--- src/rtl/player_motion_ctrl.sv ---
// Per-frame player motion controller: decodes WASD-style keys, runs a
// ground/rise/fall state machine and emits registered step outputs.
module player_motion_ctrl #(
  parameter int unsigned JUMP_V   = 10,
  parameter int unsigned MAX_FALL = 4,
  parameter int unsigned GRAV_DIV = 4
) (
  input  logic       frame_clk,
  input  logic       Reset,
  input  logic [7:0] keycode [6],
  input  logic       up,
  input  logic       down,
  input  logic       left,
  input  logic       right,
  output logic       mv_left,
  output logic       mv_right,
  output logic [9:0] rise_step,
  output logic [9:0] fall_step,
  output logic [1:0] state
);

  localparam int unsigned RW = $clog2(JUMP_V + 1);
  localparam int unsigned FW = $clog2(MAX_FALL + 1);
  localparam int unsigned GW = (GRAV_DIV > 1) ? $clog2(GRAV_DIV) : 1;

  typedef enum logic [1:0] {
    ST_GROUND = 2'b00,
    ST_RISE   = 2'b01,
    ST_FALL   = 2'b10
  } state_t;

  state_t          state_q, state_d;
  logic [RW-1:0]   rise_v_q, rise_v_d;
  logic [FW-1:0]   fall_v_q, fall_v_d;
  logic [GW-1:0]   grav_cnt_q, grav_cnt_d;
  logic            key_j_prev_q;
  logic            mv_left_q, mv_left_d;
  logic            mv_right_q, mv_right_d;
  logic [9:0]      rise_step_q, rise_step_d;
  logic [9:0]      fall_step_q, fall_step_d;

  logic [5:0] hit_l, hit_r, hit_j;
  logic       key_l, key_r, key_j, jump_edge;

  genvar gi;
  generate
    for (gi = 0; gi < 6; gi++) begin : g_key_dec
      assign hit_l[gi] = (keycode[gi] == 8'h04);
      assign hit_r[gi] = (keycode[gi] == 8'h07);
      assign hit_j[gi] = (keycode[gi] == 8'h1A);
    end
  endgenerate

  assign key_l     = |hit_l;
  assign key_r     = |hit_r;
  assign key_j     = |hit_j;
  assign jump_edge = key_j & ~key_j_prev_q;

  always_comb begin
    state_d    = state_q;
    rise_v_d   = rise_v_q;
    fall_v_d   = fall_v_q;
    grav_cnt_d = grav_cnt_q;
    mv_left_d  = key_l & ~key_r & ~left;
    mv_right_d = key_r & ~key_l & ~right;

    unique case (state_q)
      ST_GROUND: begin
        if (!down) begin
          state_d    = ST_FALL;
          fall_v_d   = FW'(1);
          grav_cnt_d = '0;
        end else if (jump_edge && !up) begin
          state_d  = ST_RISE;
          rise_v_d = RW'(JUMP_V);
        end
      end
      ST_RISE: begin
        // A head bump wins over the natural apex, both hand over to FALL.
        if (up || (rise_v_q == RW'(1))) begin
          state_d    = ST_FALL;
          rise_v_d   = '0;
          fall_v_d   = FW'(1);
          grav_cnt_d = '0;
        end else begin
          rise_v_d = rise_v_q - RW'(1);
        end
      end
      ST_FALL: begin
        if (down) begin
          state_d    = ST_GROUND;
          fall_v_d   = '0;
          grav_cnt_d = '0;
        end else if (grav_cnt_q == GW'(GRAV_DIV - 1)) begin
          grav_cnt_d = '0;
          if (fall_v_q != FW'(MAX_FALL)) begin
            fall_v_d = fall_v_q + FW'(1);
          end
        end else begin
          grav_cnt_d = grav_cnt_q + GW'(1);
        end
      end
      default: begin
        state_d    = ST_GROUND;
        rise_v_d   = '0;
        fall_v_d   = '0;
        grav_cnt_d = '0;
      end
    endcase

    // Steps reflect the state being entered, so they line up with state.
    rise_step_d = (state_d == ST_RISE) ? 10'(rise_v_d) : 10'd0;
    fall_step_d = (state_d == ST_FALL) ? 10'(fall_v_d) : 10'd0;
  end

  always_ff @(posedge frame_clk) begin
    if (Reset) begin
      state_q      <= ST_GROUND;
      rise_v_q     <= '0;
      fall_v_q     <= '0;
      grav_cnt_q   <= '0;
      key_j_prev_q <= 1'b1;
      mv_left_q    <= 1'b0;
      mv_right_q   <= 1'b0;
      rise_step_q  <= 10'd0;
      fall_step_q  <= 10'd0;
    end else begin
      state_q      <= state_d;
      rise_v_q     <= rise_v_d;
      fall_v_q     <= fall_v_d;
      grav_cnt_q   <= grav_cnt_d;
      key_j_prev_q <= key_j;
      mv_left_q    <= mv_left_d;
      mv_right_q   <= mv_right_d;
      rise_step_q  <= rise_step_d;
      fall_step_q  <= fall_step_d;
    end
  end

  assign state     = state_q;
  assign mv_left   = mv_left_q;
  assign mv_right  = mv_right_q;
  assign rise_step = rise_step_q;
  assign fall_step = fall_step_q;

endmodule

--- config.mk ---
export PLATFORM = sky130hd
export DESIGN_NAME = player_motion_ctrl
export DESIGN_NICKNAME = d
export VERILOG_FILES = /design/src/rtl/player_motion_ctrl.sv
export SDC_FILE = /design/constraint.sdc
export NUM_CORES = 1
export LEC_CHECK = 0
export BUFFER_PORTS_ARGS = -buffer_cell sky130_fd_sc_hd__buf_2
export CORE_MARGIN = 5
export CORE_UTILIZATION = 47
export CTS_CLUSTER_SIZE = 24
export DETAILED_ROUTE_END_ITERATION = 8
export PLACE_DENSITY = 0.91
export SLEW_MARGIN = 20
export SYNTH_ARGS = -nofsm -noshare
export SYNTH_HDL_FRONTEND = slang
export SYNTH_SLANG_ARGS = --single-unit
--- constraint.sdc ---
create_clock -name frame_clk -period 2.9 [get_ports frame_clk]
set_input_delay 0.145 -clock frame_clk [delete_from_list [all_inputs] [get_ports frame_clk]]
set_output_delay 0.145 -clock frame_clk [all_outputs]
set_load 0.05 [all_outputs]
# After elaboration in Yosys (flattened, before gate mapping)
# Index checks and enable logic that the tools add are counted.
[classes] n_addsub=3 eq_ne=27 muxes=20 bitwise=12 reduce_logical=10
[ops] cell="$eq 8x3->1 const B" count=12
[ops] cell="$eq 8x5->1 const B" count=6
[ops] cell="$reduce_or 6->1" count=3
[ops] cell="$mux 2" count=8
[ops] cell="$mux 3" count=5
[ops] cell="$mux 4" count=3
[ops] cell="$pmux 2 s3" count=2
[ops] cell="$pmux 4 s3" count=1
[ops] cell="$pmux 3 s3" count=1
[ops] cell="$not 1->1" count=7
[ops] cell="$eq 2x2->1 const B" count=3
[ops] cell="$and 1x1->1" count=5
[ops] cell="$eq 2x1->1 const B" count=2
[ops] cell="$eq 4x1->1 const B" count=1
[ops] cell="$ne 2x2->1 const B" count=2
[ops] cell="$reduce_or 2->1" count=2
[ops] cell="$sub 4x1->4 const B" count=1
[ops] cell="$add 3x1->3 const B" count=1
[ops] cell="$ne 3x3->1 const B" count=1
[ops] cell="$add 2x1->2 const B" count=1
[ops] cell="$logic_not 2->1" count=1
[ops] cell="$reduce_and 2->1" count=1
[ops] cell="$logic_and 1x1->1" count=1
[ops] cell="$logic_not 1->1" count=1
[ops] cell="$logic_or 1x1->1" count=1
[totals] register_bits=34 in_bits=54 output_inout_bits=24

# Depth between registers and ports, before layout
# Gate-level depths: netlist of the first run.
[depth] word_depth=10 ltp_mapped=7

# Worst setup path after synthesis of the first run
# OpenSTA, ideal clock, no wires.
[synth_path] path_type="reg2reg" from="register state_q[1], in the netlist state[1]" to="register rise_v_q[2]" arrival_time_ns=1.759 setup_slack_ns=1.025 path_stages_with_launch=6 cell_sequence="dfxtp_1 -> clkbuf_1 -> nor4b_1 -> o22ai_1 -> a211o_1 -> o211a_1"
[synth_between] elab_chain_len=2
[synth_lines] item="start, declared" line="32" text="state_t state_q, state_d;"
[synth_lines] item="start signal, assigned" line="128" text="state_q <= state_d;"
[synth_lines] item="$eq 2x2->1, or another cell as far along" line="67" text="unique case (state_q)"
[synth_lines] item="$pmux 4 s3 *" line="67"
[synth_lines] item="end signal, assigned" line="129" text="rise_v_q <= rise_v_d;"
[synth_lines] item="end, declared" line="33" text="logic [RW-1:0] rise_v_q, rise_v_d;"
# Every way passes the cells marked *; elsewhere a longest branch is shown, timed or not.
# A chain may end at the register's enable or synchronous reset.

# Final worst setup path of the first run
[layout_path] from="register rise_v_q[0]" to="register rise_v_q[2]"
[layout_between] elab_chain_len=4
[layout_lines] item="parallel branches: the longest is 2 deep, another holds $sub 4x1->4"
[layout_lines] item="$mux 4 *" line="80" text="if (up || (rise_v_q == RW'(1))) begin"
[layout_lines] item="$pmux 4 s3 *" line="67"
# Every way passes the cells marked *.

==> impl_summary.md, run 1 <==
Placed design
In this run the cell area measured after placement is between 1500 and 2000 um2. The detailed placer's ending HPWL is 2.899 mm. The routability congestion estimate from global placement is 0.9086. During placement, the flow inserted port buffers numbering 64.

Critical path
The critical path crosses 6 cells after its start point. The critical path goes through ha_1 > or3b_2 > nand2_1 > o22ai_1 > a211o_1 > o211a_1. The worst setup path is launched from a flop. Grouping stages by cell kind, the critical path spends the most delay in simple AND/OR/NAND/NOR gates. In this run the critical register-to-register path is captured at rise_v_q[2]$_SDFF_PP0_. The critical path ends at rise_v_q[2]$_SDFF_PP0_.

The most critical setup path has its startpoint at rise_v_q[0]$_SDFF_PP0_. The required time at the worst-slack endpoint is about 3100 ps. The startpoint of the worst register-to-register path is rise_v_q[0]$_SDFF_PP0_. The arrival time of data at the critical path endpoint is roughly 2100 ps. The largest driver fanout on the critical path is 6.

The critical path is of the reg2reg type. In this design, the stage delay of the slowest critical-path cell is ~450 ps. The slack of the worst reg-to-reg path is roughly 1000 ps. The number of cells on the worst reg-to-reg path is 6. STA classifies the critical path endpoint as a flop. The worst-path cell with the longest stage delay is or3b_2. The worst path buffer plus inverter count is 0.

Timing
The max-slew violation count is 0. The number of hold violations in the final report came to 0. The actual slew at the worst max-slew pin is ~630 ps. Setup repair after global routing left no endpoint under its margin. The final clock skew is 2.976 ps.

Based on the critical path, the design can be clocked at up to around 530 MHz. Of the available clock period, the critical path in the final layout requires 0.6519. The shortest clock period the worst path allows after layout is approximately 1900 ps.

Setup violations remaining at the end of the flow were counted as 0. Setup total negative slack on the finished layout was measured at 0 ps. The tightest slew margin relative to the limit is 0.5720.

Power and ir drop
Total power for the finished layout comes to approximately 0.00056 W. The worst-case IR drop observed on VDD is roughly 0.00034 V. For this design the ratio of total power to cell area is 334.7 nW/um2. The leakage power figure is between 0.8 and 0.9 nW.

Floorplanning
The area of the core is 2758 um2. The effective utilization at floorplan is 0.4896. The chip height is 63.60 um. The count of boundary I/O pins is a little under 80. The die is between 60 and 70 um wide. The floorplan step defined a die boundary enclosing 4044 um2. The number of core rows is 19.

Clock network
In this run the post-CTS setup repair buffer count came out at 0. The later pin in the worst-skew pair is clocked with a latency of just under 300 ps. CTS saw 21 sinks. Clock-pin slew was measured on the worst setup and hold paths at roughly 110 ps.

The number of clock buffers added by TritonCTS is 3. The root buffer cell chosen for the clock tree is clkbuf_4. TritonCTS built the clock tree. The maximum level of the CTS H-tree is 1.

In this run the deepest clock path goes through 2 buffers.

Run status
The run finished with clean final reports.

Synth
For this run, the register share of the synthesized area comes to 0.3114. The most instantiated flip-flop cell in the synthesis netlist is dfxtp_1. The combinational family with the most area after synthesis is simple AND/OR/NAND/NOR gates. Ranked by total cell area, the synthesized netlist is headed by dfxtp_1 (31%), buf_4 (7.2%), nor3_1 (4.8%). After synthesis, the share of cell area in mux cells is 0. The library cell with the largest summed area after synthesis is dfxtp_1. Of the total synthesized cell area, the portion taken by XOR and XNOR cells is 0.01297. In this run, synthesis produced a sequential element count of 21.

Of the total synthesized cell area, the portion taken by AND, OR, NAND and NOR gates is 0.3216. Summing every instance area after synthesis gives 1350 um2. After synthesis, the share of flip-flops with an asynchronous set or reset is 0. By count the netlist is led by dfxtp_1 (21), nand2_1 (15), buf_4 (13), nor2_1 (13), nor3_1 (13). During synthesis, Yosys emitted a total of 0 warnings. The most numerous cell in the Yosys netlist is dfxtp_1.

Counting flops with a built-in enable in the synthesized netlist gives 0. The post-synthesis share of cell area spent on full adders, half adders and majority gates is 0.04634. The area fraction in compound gates after synthesis came to 0.1881. The cell count after synthesis is between 150 and 200. The number of distinct library cells after synthesis is 52. Of the post-synthesis cell area, the dominant cell type holds 0.3114.

After synthesis, the mean cell area works out to 8.036 um2.

Route
After detailed routing, the number of remaining DRC violations is 0. In this run the remaining antenna-violating nets after routing total 0. The detailed router finished its first iteration with 44 violations. For this run, the detailed router's first-pass iteration total came to 5. The per-cell via count in the routed design is ~5.4. Dividing the detail-routed wire length by the instance count gives ~13 um. The vias after detailed routing is about 1400.

The wire length reported by the detailed router is 3.432 mm.

Finish
The final standard cell utilization of the core is 0.6075. The layout has 261 filler cells. The layout overhead on the synthesized area is 24.10%. At the end of the flow, the number of nets in the layout was between 200 and 300. The repair_antennas step left the layout with diodes totalling 0. Of the cells placed in the final design, the portion with a size suffix greater than 1 is 0.3377. The finished cells cover ~1700 um2.

GRT
The global-route usage over all layers is 0.1711. The first global-routing pass estimated approximately 5.7 mm of wire. The number of antenna violations at the first check in global routing is 0. Entering global routing, the biggest net connects 18 pins. The remaining global-route overflow is 0. The via count of the first global-routing pass is roughly 1400.

Job
The max-capacitance violation count is 0.

Worst hold path
The class of the worst hold path is in2reg.
-- cell type report --
cell class / count / area (um2) / share of cell area
clock buffer: 3 / 22.52 / 0.01344
clock inverter: 1 / 5.005 / 0.002987
inverter: 11 / 41.29 / 0.02465
multi-input combinational: 130 / 817.0 / 0.4877
sequential: 21 / 420.4 / 0.2509
tap: 31 / 38.79 / 0.02315
timing repair buffer: 65 / 330.3 / 0.1972
-- registers in the layout (all words and copies together) (netlist names) --
register / count
mv_left: 1
fall_v_q: 3
mv_right: 1
key_j_prev_q: 1
state: 2
rise_v_q: 4
rise_step: 4
fall_step: 3
grav_cnt_q: 2
-- worst min path at each step --
stage                                  to  cells past startpoint  slack (ps)  startpoint
2_1_floorplan          mv_left$_SDFF_PP0_                      1         220        left
3_3_place_gp           mv_left$_SDFF_PP0_                      2         320        left
3_5_place_dp           mv_left$_SDFF_PP0_                      2         320        left
4_1_cts            fall_v_q[0]$_SDFF_PP0_                      2         190       Reset
5_1_grt               mv_right$_SDFF_PP0_                      3         190       right
6_report       grav_cnt_q[1]$_SDFFE_PP0P_                      2         210       Reset
-- routing by layer --
layer | vias to the layer above | GRT usage | wire [um]
li1 | 720 | - | -
met1 | 638 | 0.1812 | 1342
met2 | 52 | 0.3135 | 1795
met3 | 8 | 0.03908 | 237
met4 | 0 | 0.08052 | 57
met5 | - | 0 | 0
-- cells by family (layout without fill, tap and decap cells) --
logic type	after synthesis	in the layout
simple gates	77	77
compound gates	33	33
buf+inv	29	80
flops	21	21
fa+ha+maj	5	5
xor+xnor	2	2
other cells	1	13
-- cell usage in the layout, fill, tap and decap left out, drive strengths merged, types with 2 or more instances in the layout --
master / n
nor4: 5
o221ai: 2
nand3: 4
o22ai: 7
nor3: 13
conb: 13
dfxtp: 21
clkbuf: 3
nand2: 15
inv: 11
nand2b: 2
or2: 3
a21oi: 5
o31ai: 3
or3: 4
ha: 5
or4b: 2
buf: 64
nor2: 13
o32ai: 2
nor3b: 6
and3: 2
-- metrics by stage --
step / hold WS (ps) / cells / worst slack, ps
floorplan: 216.0 / 180 / 1025
global route: 185.9 / 262 / 890.5
global placement: 317.7 / 257 / 1098
finish: 208.4 / 262 / 1009
detailed placement: 317.4 / 257 / 1048
CTS: 191.2 / 262 / 1026
-- timing repair --
action	4_1_cts	5_1_grt
resized for setup	0	0
hold endpoints to repair	1	0
hold buffers	1	0
-- report_power, final --
group	internal (W)	switching, W
clock network	0.0000513	0.0000828
logic	0.0000450	0.0000846
registers	0.000293	0.00000419
Note: power is estimated with default switching activity, not from simulation.
==> run 2, diff against run 1 <==
--- a/config.mk
+++ b/config.mk
@@ -7,10 +7,10 @@
 export LEC_CHECK = 0
 export BUFFER_PORTS_ARGS = -buffer_cell sky130_fd_sc_hd__buf_2
 export CORE_MARGIN = 5
-export CORE_UTILIZATION = 47
+export CORE_UTILIZATION = 43
 export CTS_CLUSTER_SIZE = 24
 export DETAILED_ROUTE_END_ITERATION = 8
-export PLACE_DENSITY = 0.91
+export PLACE_DENSITY = 0.85
 export SLEW_MARGIN = 20
 export SYNTH_ARGS = -nofsm -noshare
 export SYNTH_HDL_FRONTEND = slang
==> constraint.sdc (replaced) <==
create_clock -name frame_clk -period 1.9 [get_ports frame_clk]
set_input_delay 0.095 -clock frame_clk [delete_from_list [all_inputs] [get_ports frame_clk]]
set_output_delay 0.095 -clock frame_clk [all_outputs]
set_load 0.05 [all_outputs]
==> impl_summary.md, run 2 (synthesis gave the netlist of run 1 again) <==
GRT
The remaining global-route overflow came to 0 (unchanged). The routing usage on met3 is 0.03571 (-0.003362). The maximum number of pins on one net before global-route repair came to 18 (unchanged). The via count of the first global-routing pass is 1421 (+1.6%). The wire length of the first global-routing pass is 5.575 mm (-1.7%). The global-route usage over all layers is 0.1628 (-0.008291). The number of antenna violations at the first check in global routing is 0 (unchanged). The layer carrying the most global-route usage is met2. The routing usage on met2 was 0.2791 (-0.03435). The global routing met1 resource utilization came to 0.1812 (about the same).

Critical path
STA classifies the critical path startpoint as a flop. The critical path in this run is classified as reg2reg. The signal on the critical path passes through ha_1 > or3b_2 > nand2_1 > o22ai_1 > a211o_1 > o211a_1. The worst-path cell with the longest stage delay is or3b_2. The gate family responsible for the most delay along the worst path is simple AND/OR/NAND/NOR gates. The highest cell delay on the worst timing path is 450 ps (about the same). The required time at the worst-slack endpoint is 2110 ps (-990 ps). STA classifies the critical path endpoint as a flop. The largest driver fanout on the critical path is 5 (-1). The worst path buffer plus inverter count is 0 (unchanged). The arrival time of data at the critical path endpoint was 2000 ps (-90 ps).

Finish
Compared with the post-synthesis result, the final layout area differs by 28.08%. The most common library cell in the layout ignoring fill and taps is buf_2. The final cell area excluding filler cells came to 1729 um2 (+3.2%). The number of inserted diodes is 0 (unchanged). The count of nets after finishing is 296 (+1.7%). The share of cells above drive strength 1 is 0.3517 (+0.01403).

The top cell types in the final layout, fill and taps aside, are buf_2 (64), dfxtp_1 (21), nand2_1 (15). The count of non-filler cells in the finished layout is 280 (+6.9%).

Route
The final antenna-violating net count came to 0 (unchanged). The per-cell via count in the routed design is 5.175 (-4.4%). The iteration-0 DRC count of the detailed router is 113 (+160%). The post-detailed-route DRC marker count is 0 (unchanged). The wire length reported by the detailed router came to 3.451 mm (+0.55%).

The length of the first detailed-routing pass in iterations was 4 (-1). The vias after detailed routing is 1449 (+2.2%). The post-detailed-route wirelength per cell is 12.33 um (-5.9%).

Timing
The max-slew violation count was 0 (unchanged). The final clock skew is 8.850 ps (+5.873 ps). The timing-limited maximum frequency was 558.8 MHz (+5.6%).

Setup repair after global routing left no endpoint under its margin. The number of hold violations in the final report came to 0 (unchanged). The shortest clock period the worst path allows after layout came to 1790 ps (-101.0 ps). The final cycle utilization of the critical path is 0.9419 (+0.2899).

The number of failing setup endpoints in the final timing report came to 0 (unchanged). The final hold slack is 106.2 ps (-102.3 ps). The total negative setup slack is 0 ps (unchanged).

Placed design
The routability congestion estimate from global placement came to 0.8039 (-12%). The total placed cells including tap cells was 275 (+7.0%). The detailed placer's ending HPWL is 2.906 mm (+0.22%).

The placed instance area was 1692 um2 (+3.3%). The number of buffer cells added on primary ports is 64 (unchanged).

Floorplanning
The number of core rows was 20 (+1). The area of the core is 3028 um2 (+9.8%). The chip height is 66.03 um (+3.8%). The width of the die is 66.03 um (+3.8%).

The effective utilization at floorplan is 0.4459 (-0.04370). The count of boundary I/O pins was 78 (unchanged). The die area is 4360 um2 (+7.8%).

Clock network
The number of buffers on the longest clock path was 2 (unchanged). The count of instances resized after the clock tree is built is 0 (unchanged). The number of buffers created by CTS is 3 (unchanged). The cell at the root of the clock tree is clkbuf_4.

The clock insertion delay at the later pin of the skew report was 310 ps (+20 ps). The CTS sink count is 21 (unchanged). The maximum level of the CTS H-tree is 1 (unchanged). TritonCTS built the clock tree. The clock-pin slew reported for the worst setup and hold paths after clock tree synthesis came to 120 ps (about the same).

Power and ir drop
The power density over the cells is 503.4 nW/um2 (+50%). The maximum vdd drop is 0.0002303 V (-31%). The leakage power figure is 0.8411 nW (+3.2%).

Worst hold path
In this run the worst hold path is classified as in2reg.

Job
The max-capacitance violation count is 0 (unchanged).

Run status
The run finished with clean final reports.
[run 2: cell types whose count changed in the layout (fill, tap and decap cells not counted)]
cell   delta
buf_4     +5
[run 2: worst min-delay path: cells and delay by family]
| kind | cells | cell delay [ps] |
|---|---|---|
| simple gates | 2 | 220 |
| buf+inv | 1 | 80 |
[run 2: layout make-up]
| cell class | count | area (um2) |
|---|---|---|
| Tap cell | 44 | 55.05 |
| Multi-Input combinational cell | 130 | 817.0 |
| Clock inverter | 1 | 5.005 |
| Inverter | 11 | 41.29 |
| Sequential cell | 21 | 420.4 |
| Timing Repair Buffer | 70 | 367.9 |
| Clock buffer | 3 | 22.52 |
| Fill cell | 284 | 1299 |
[run 2: report_power, final]
| group | internal, W | switching [W] | leakage, nW |
|---|---|---|---|
| clock network | 0.0000788 | 0.000138 | 0.0177 |
| logic | 0.0000702 | 0.000130 | 0.653 |
| registers | 0.000447 | 0.00000629 | 0.170 |
| total | 0.000596 | 0.000274 | 0.841 |
[run 2: per-layer routing]
layer	vias to the layer above	routed length [um]
met4	0	63
met5	-	0
met3	7	367
met2	76	1646
met1	636	1373
li1	730	-
[run 2: path summary, 6_finish.rpt]
check / start / cells after the start / to / slack, ps
max: rise_v_q[0]$_SDFF_PP0_ / 6 / rise_v_q[2]$_SDFF_PP0_ / 110
min: right / 3 / mv_right$_SDFF_PP0_ / 110
max reg2reg: rise_v_q[0]$_SDFF_PP0_ / 6 / rise_v_q[2]$_SDFF_PP0_ / 110
min reg2reg: grav_cnt_q[1]$_SDFFE_PP0P_ / 2 / grav_cnt_q[1]$_SDFFE_PP0P_ / 530
[run 2: through the flow]
step             util  worst slack (ps)  total power [W]
2_1_floorplan       -             25.23        0.0006013
3_3_place_gp   0.5587             181.5        0.0006572
3_5_place_dp   0.5587             127.8        0.0006603
4_1_cts        0.5711             111.8        0.0008803
5_1_grt        0.5711             9.590        0.0009163
6_report       0.5711             110.5        0.0008704
[run 2: what timing repair did]
action / CTS / global route
setup endpoints to repair: 0 / 0
hold endpoints to repair: 1 / 0
hold buffers: 1 / 0
buffers inserted: 0 / 0
==> run 3, diff against run 2 <==
==> constraint.sdc (replaced) <==
create_clock -name frame_clk -period 1.9 [get_ports frame_clk]
set_input_delay 0.57 -clock frame_clk [delete_from_list [all_inputs] [get_ports frame_clk]]
set_output_delay 0.57 -clock frame_clk [all_outputs]
set_load 0.05 [all_outputs]
==> impl_summary.md, run 3 (synthesis gave the netlist of run 1 again) <==
Run status
The run finished with clean final reports.

Clock network
The CTS sink count came to 21 (unchanged). The number of buffers created by CTS is 3 (unchanged). The maximum level of the CTS H-tree was 1 (unchanged). The total setup buffers inserted after CTS came to 0 (unchanged). The clock insertion delay at the later pin of the skew report is 310 ps (about the same). The number of buffers on the longest clock path came to 2 (unchanged). The CTS tree is built. The cell at the root of the clock tree is clkbuf_4. The hold buffer count at CTS is 0 (-1).

The clock-pin slew reported for the worst setup and hold paths after clock tree synthesis is 120 ps (about the same).

Timing
The actual slew at the worst max-slew pin is between 500 and 600 ps. The timing-limited maximum frequency was 542.1 MHz (-3.0%). The number of failing setup endpoints in the final timing report is 0 (unchanged). The final clock skew is 11.77 ps (+2.922 ps).

The final cycle utilization of the critical path came to 0.9709 (+0.02907). The max-slew violation count is 0 (unchanged). The shortest clock period the worst path allows after layout is 1845 ps (+55.23 ps). The number of hold violations in the final report is 0 (unchanged). Setup repair after global routing could not meet its margin everywhere.

The final hold slack is 405.6 ps (+299.4 ps). Measured against its own limit, the worst slew margin works out to 0.6631.

Route
The final antenna-violating net count is 0 (unchanged). The detailed route wirelength on metal3 is 353 um (-3.8%). The highest metal layer with signal wires is met4. The vias after detailed routing is 1465 (+1.1%).

The length of routed wiring on met1 is 1.428 mm (+4.0%). The wire length reported by the detailed router is 3.592 mm (+4.1%). The iteration-0 DRC count of the detailed router is 90 (-20%). The per-cell via count in the routed design is 5.195 (+0.39%). The detailed route wirelength on metal2 is 1.726 mm (+4.9%). The post-detailed-route wirelength per cell is 12.74 um (+3.3%). The length of the first detailed-routing pass in iterations came to 4 (unchanged).

The post-detailed-route DRC marker count is 0 (unchanged).

Finish
The number of inserted filler cells in the final layout is 284 (unchanged). The layout overhead on the synthesized area is 31.14%. The count of nets after finishing came to 298 (+0.68%).

The number of inserted diodes is 0 (unchanged). The share of cells above drive strength 1 is 0.3739 (+0.02225). The count of non-filler cells in the finished layout is 282 (+0.71%).

The most common library cell in the layout ignoring fill and taps is buf_2. The top cell types in the final layout, fill and taps aside, are buf_2 (64), dfxtp_1 (20), nand2_1 (14).

GRT
The maximum number of pins on one net before global-route repair is 18 (unchanged). The remaining global-route overflow came to 0 (unchanged). The number of antenna violations at the first check in global routing was 0 (unchanged). The wire length of the first global-routing pass is 5.906 mm (+5.9%).

The global-route usage over all layers is 0.1730 (+0.01016). The via count of the first global-routing pass is 1506 (+6.0%).

Critical path
The number of cells on the worst reg-to-reg path was 7 (+1). The arrival time of data at the critical path endpoint is 2080 ps (+80 ps). The startpoint identified for the worst register-to-register timing path is rise_v_q[1]$_SDFF_PP0_. The largest driver fanout on the critical path is 2 (-3). The required time at the worst-slack endpoint is 2140 ps (+30 ps).

The worst setup path is of the in2reg kind. STA classifies the critical path endpoint as a flop. The endpoint of the worst register-to-register path is rise_v_q[2]$_SDFF_PP0_.

The element type at the critical path start is an input port. In this run the worst setup path begins at keycode[13]. The slack of the worst reg-to-reg path is 200 ps (+90 ps).

Placed design
The detailed placer's ending HPWL is 2.912 mm (+0.21%). The total placed cells including tap cells is 278 (+1.1%). The routability congestion estimate from global placement is 0.8172 (+1.7%). The number of buffer cells added on primary ports was 64 (unchanged).

Power and ir drop
The combinational fraction of design power was 0.234 (+0.004). The power density over the cells is 493.4 nW/um2 (-2.0%). The leakage power figure is 0.8583 nW (+2.1%). The maximum vdd drop is 0.0002207 V (-4.1%). The fraction of power spent switching nets is 0.3157 (+0.0004670).

The cell internal power dissipation is 0.0005977 W (+0.28%). The switching power total is 0.0002757 W (+0.50%). The portion of total power attributed to sequential cells came to 0.519 (-0.002).

The share of total power in the clock network is 0.247 (-0.002).

Job
The max-capacitance violation count is 0 (unchanged).

Worst hold path
The hold path startpoint is left. The cell count of the worst hold path is 2 (-1). The path with the worst hold slack has its endpoint at mv_left$_SDFF_PP0_. The min-delay analysis places its worst path in the category in2reg.

Floorplanning
The die area is 4360 um2 (unchanged). The area of the core is 3028 um2 (unchanged). The chip height is 66.03 um (unchanged). The number of core rows is 20 (unchanged).

The count of boundary I/O pins came to 78 (unchanged). The width of the die came to 66.03 um (unchanged). The effective utilization at floorplan came to 0.4459 (unchanged).
==> run 3: power groups by stage <==
| stage | registers (W) | clock network [W] | logic [W] |
|---|---|---|---|
| after global routing | 0.000455 | 0.000245 | 0.000225 |
| after CTS | 0.000454 | 0.000219 | 0.000201 |
| after detailed placement | 0.000463 | 0 | 0.000200 |
| after global placement | 0.000463 | 0 | 0.000197 |
| after floorplan | 0.000470 | 0 | 0.000132 |
| final | 0.000454 | 0.000216 | 0.000204 |
==> run 3: timing repair <==
| action | 4_1_cts | 5_1_grt |
|---|---|---|
| endpoints found under the hold margin | 0 | 0 |
| gates resized for setup | 0 | 6 |
| endpoints found under the setup margin | 0 | 4 |
==> run 3: cell type report <==
cell class              count  area, um2  share of cell area
flip-flops and latches     21      421.7              0.2382
well taps                  44      55.05             0.03110
multi-input cells         130      844.6              0.4770
repair buffers             72      380.4              0.2148
clock inverters             1      5.005            0.002827
inverters                  11      41.29             0.02332
clock buffers               3      22.52             0.01272
==> run 3: layer usage <==
metal | vias to the layer above | global-route usage
li1 | 731 | -
met1 | 646 | 0.1880
met2 | 80 | 0.3141
met3 | 8 | 0.03912
met4 | 0 | 0.08122
met5 | - | 0
==> run 3: through the flow <==
stage | total power (W) | instance area (um2) | setup TNS (ps) | util | setup WS (ps)
global route | 0.0009254 | 1770 | 0 | 0.5847 | 7.993
global placement | 0.0006601 | 1714 | -803.3 | 0.5661 | -236.0
finish | 0.0008735 | 1770 | 0 | 0.5847 | 55.26
detailed placement | 0.0006632 | 1714 | -794.2 | 0.5661 | -294.8
CTS | 0.0008740 | 1742 | 0 | 0.5752 | 31.62
floorplan | 0.0006013 | 1395 | -171.2 | - | -92.52
==> run 3: how the worst max path moves through the flow <==
stage                     endpoint  slack [ps]  depth (start not counted)
2_1_floorplan  mv_right$_SDFF_PP0_         -90                          5
3_3_place_gp   mv_right$_SDFF_PP0_        -240                          6
3_5_place_dp    mv_left$_SDFF_PP0_        -290                          6
4_1_cts         mv_left$_SDFF_PP0_          30                          6
5_1_grt         mv_left$_SDFF_PP0_           8                          6
6_report        mv_left$_SDFF_PP0_          60                          6
==> run 3: worst max-delay path, cell delays in order <==
cell and delay [ps]:
buf_2 100, or3_4 380, or4b_4 510, o32ai_4 230, nor4_2 90, nor4_2 200
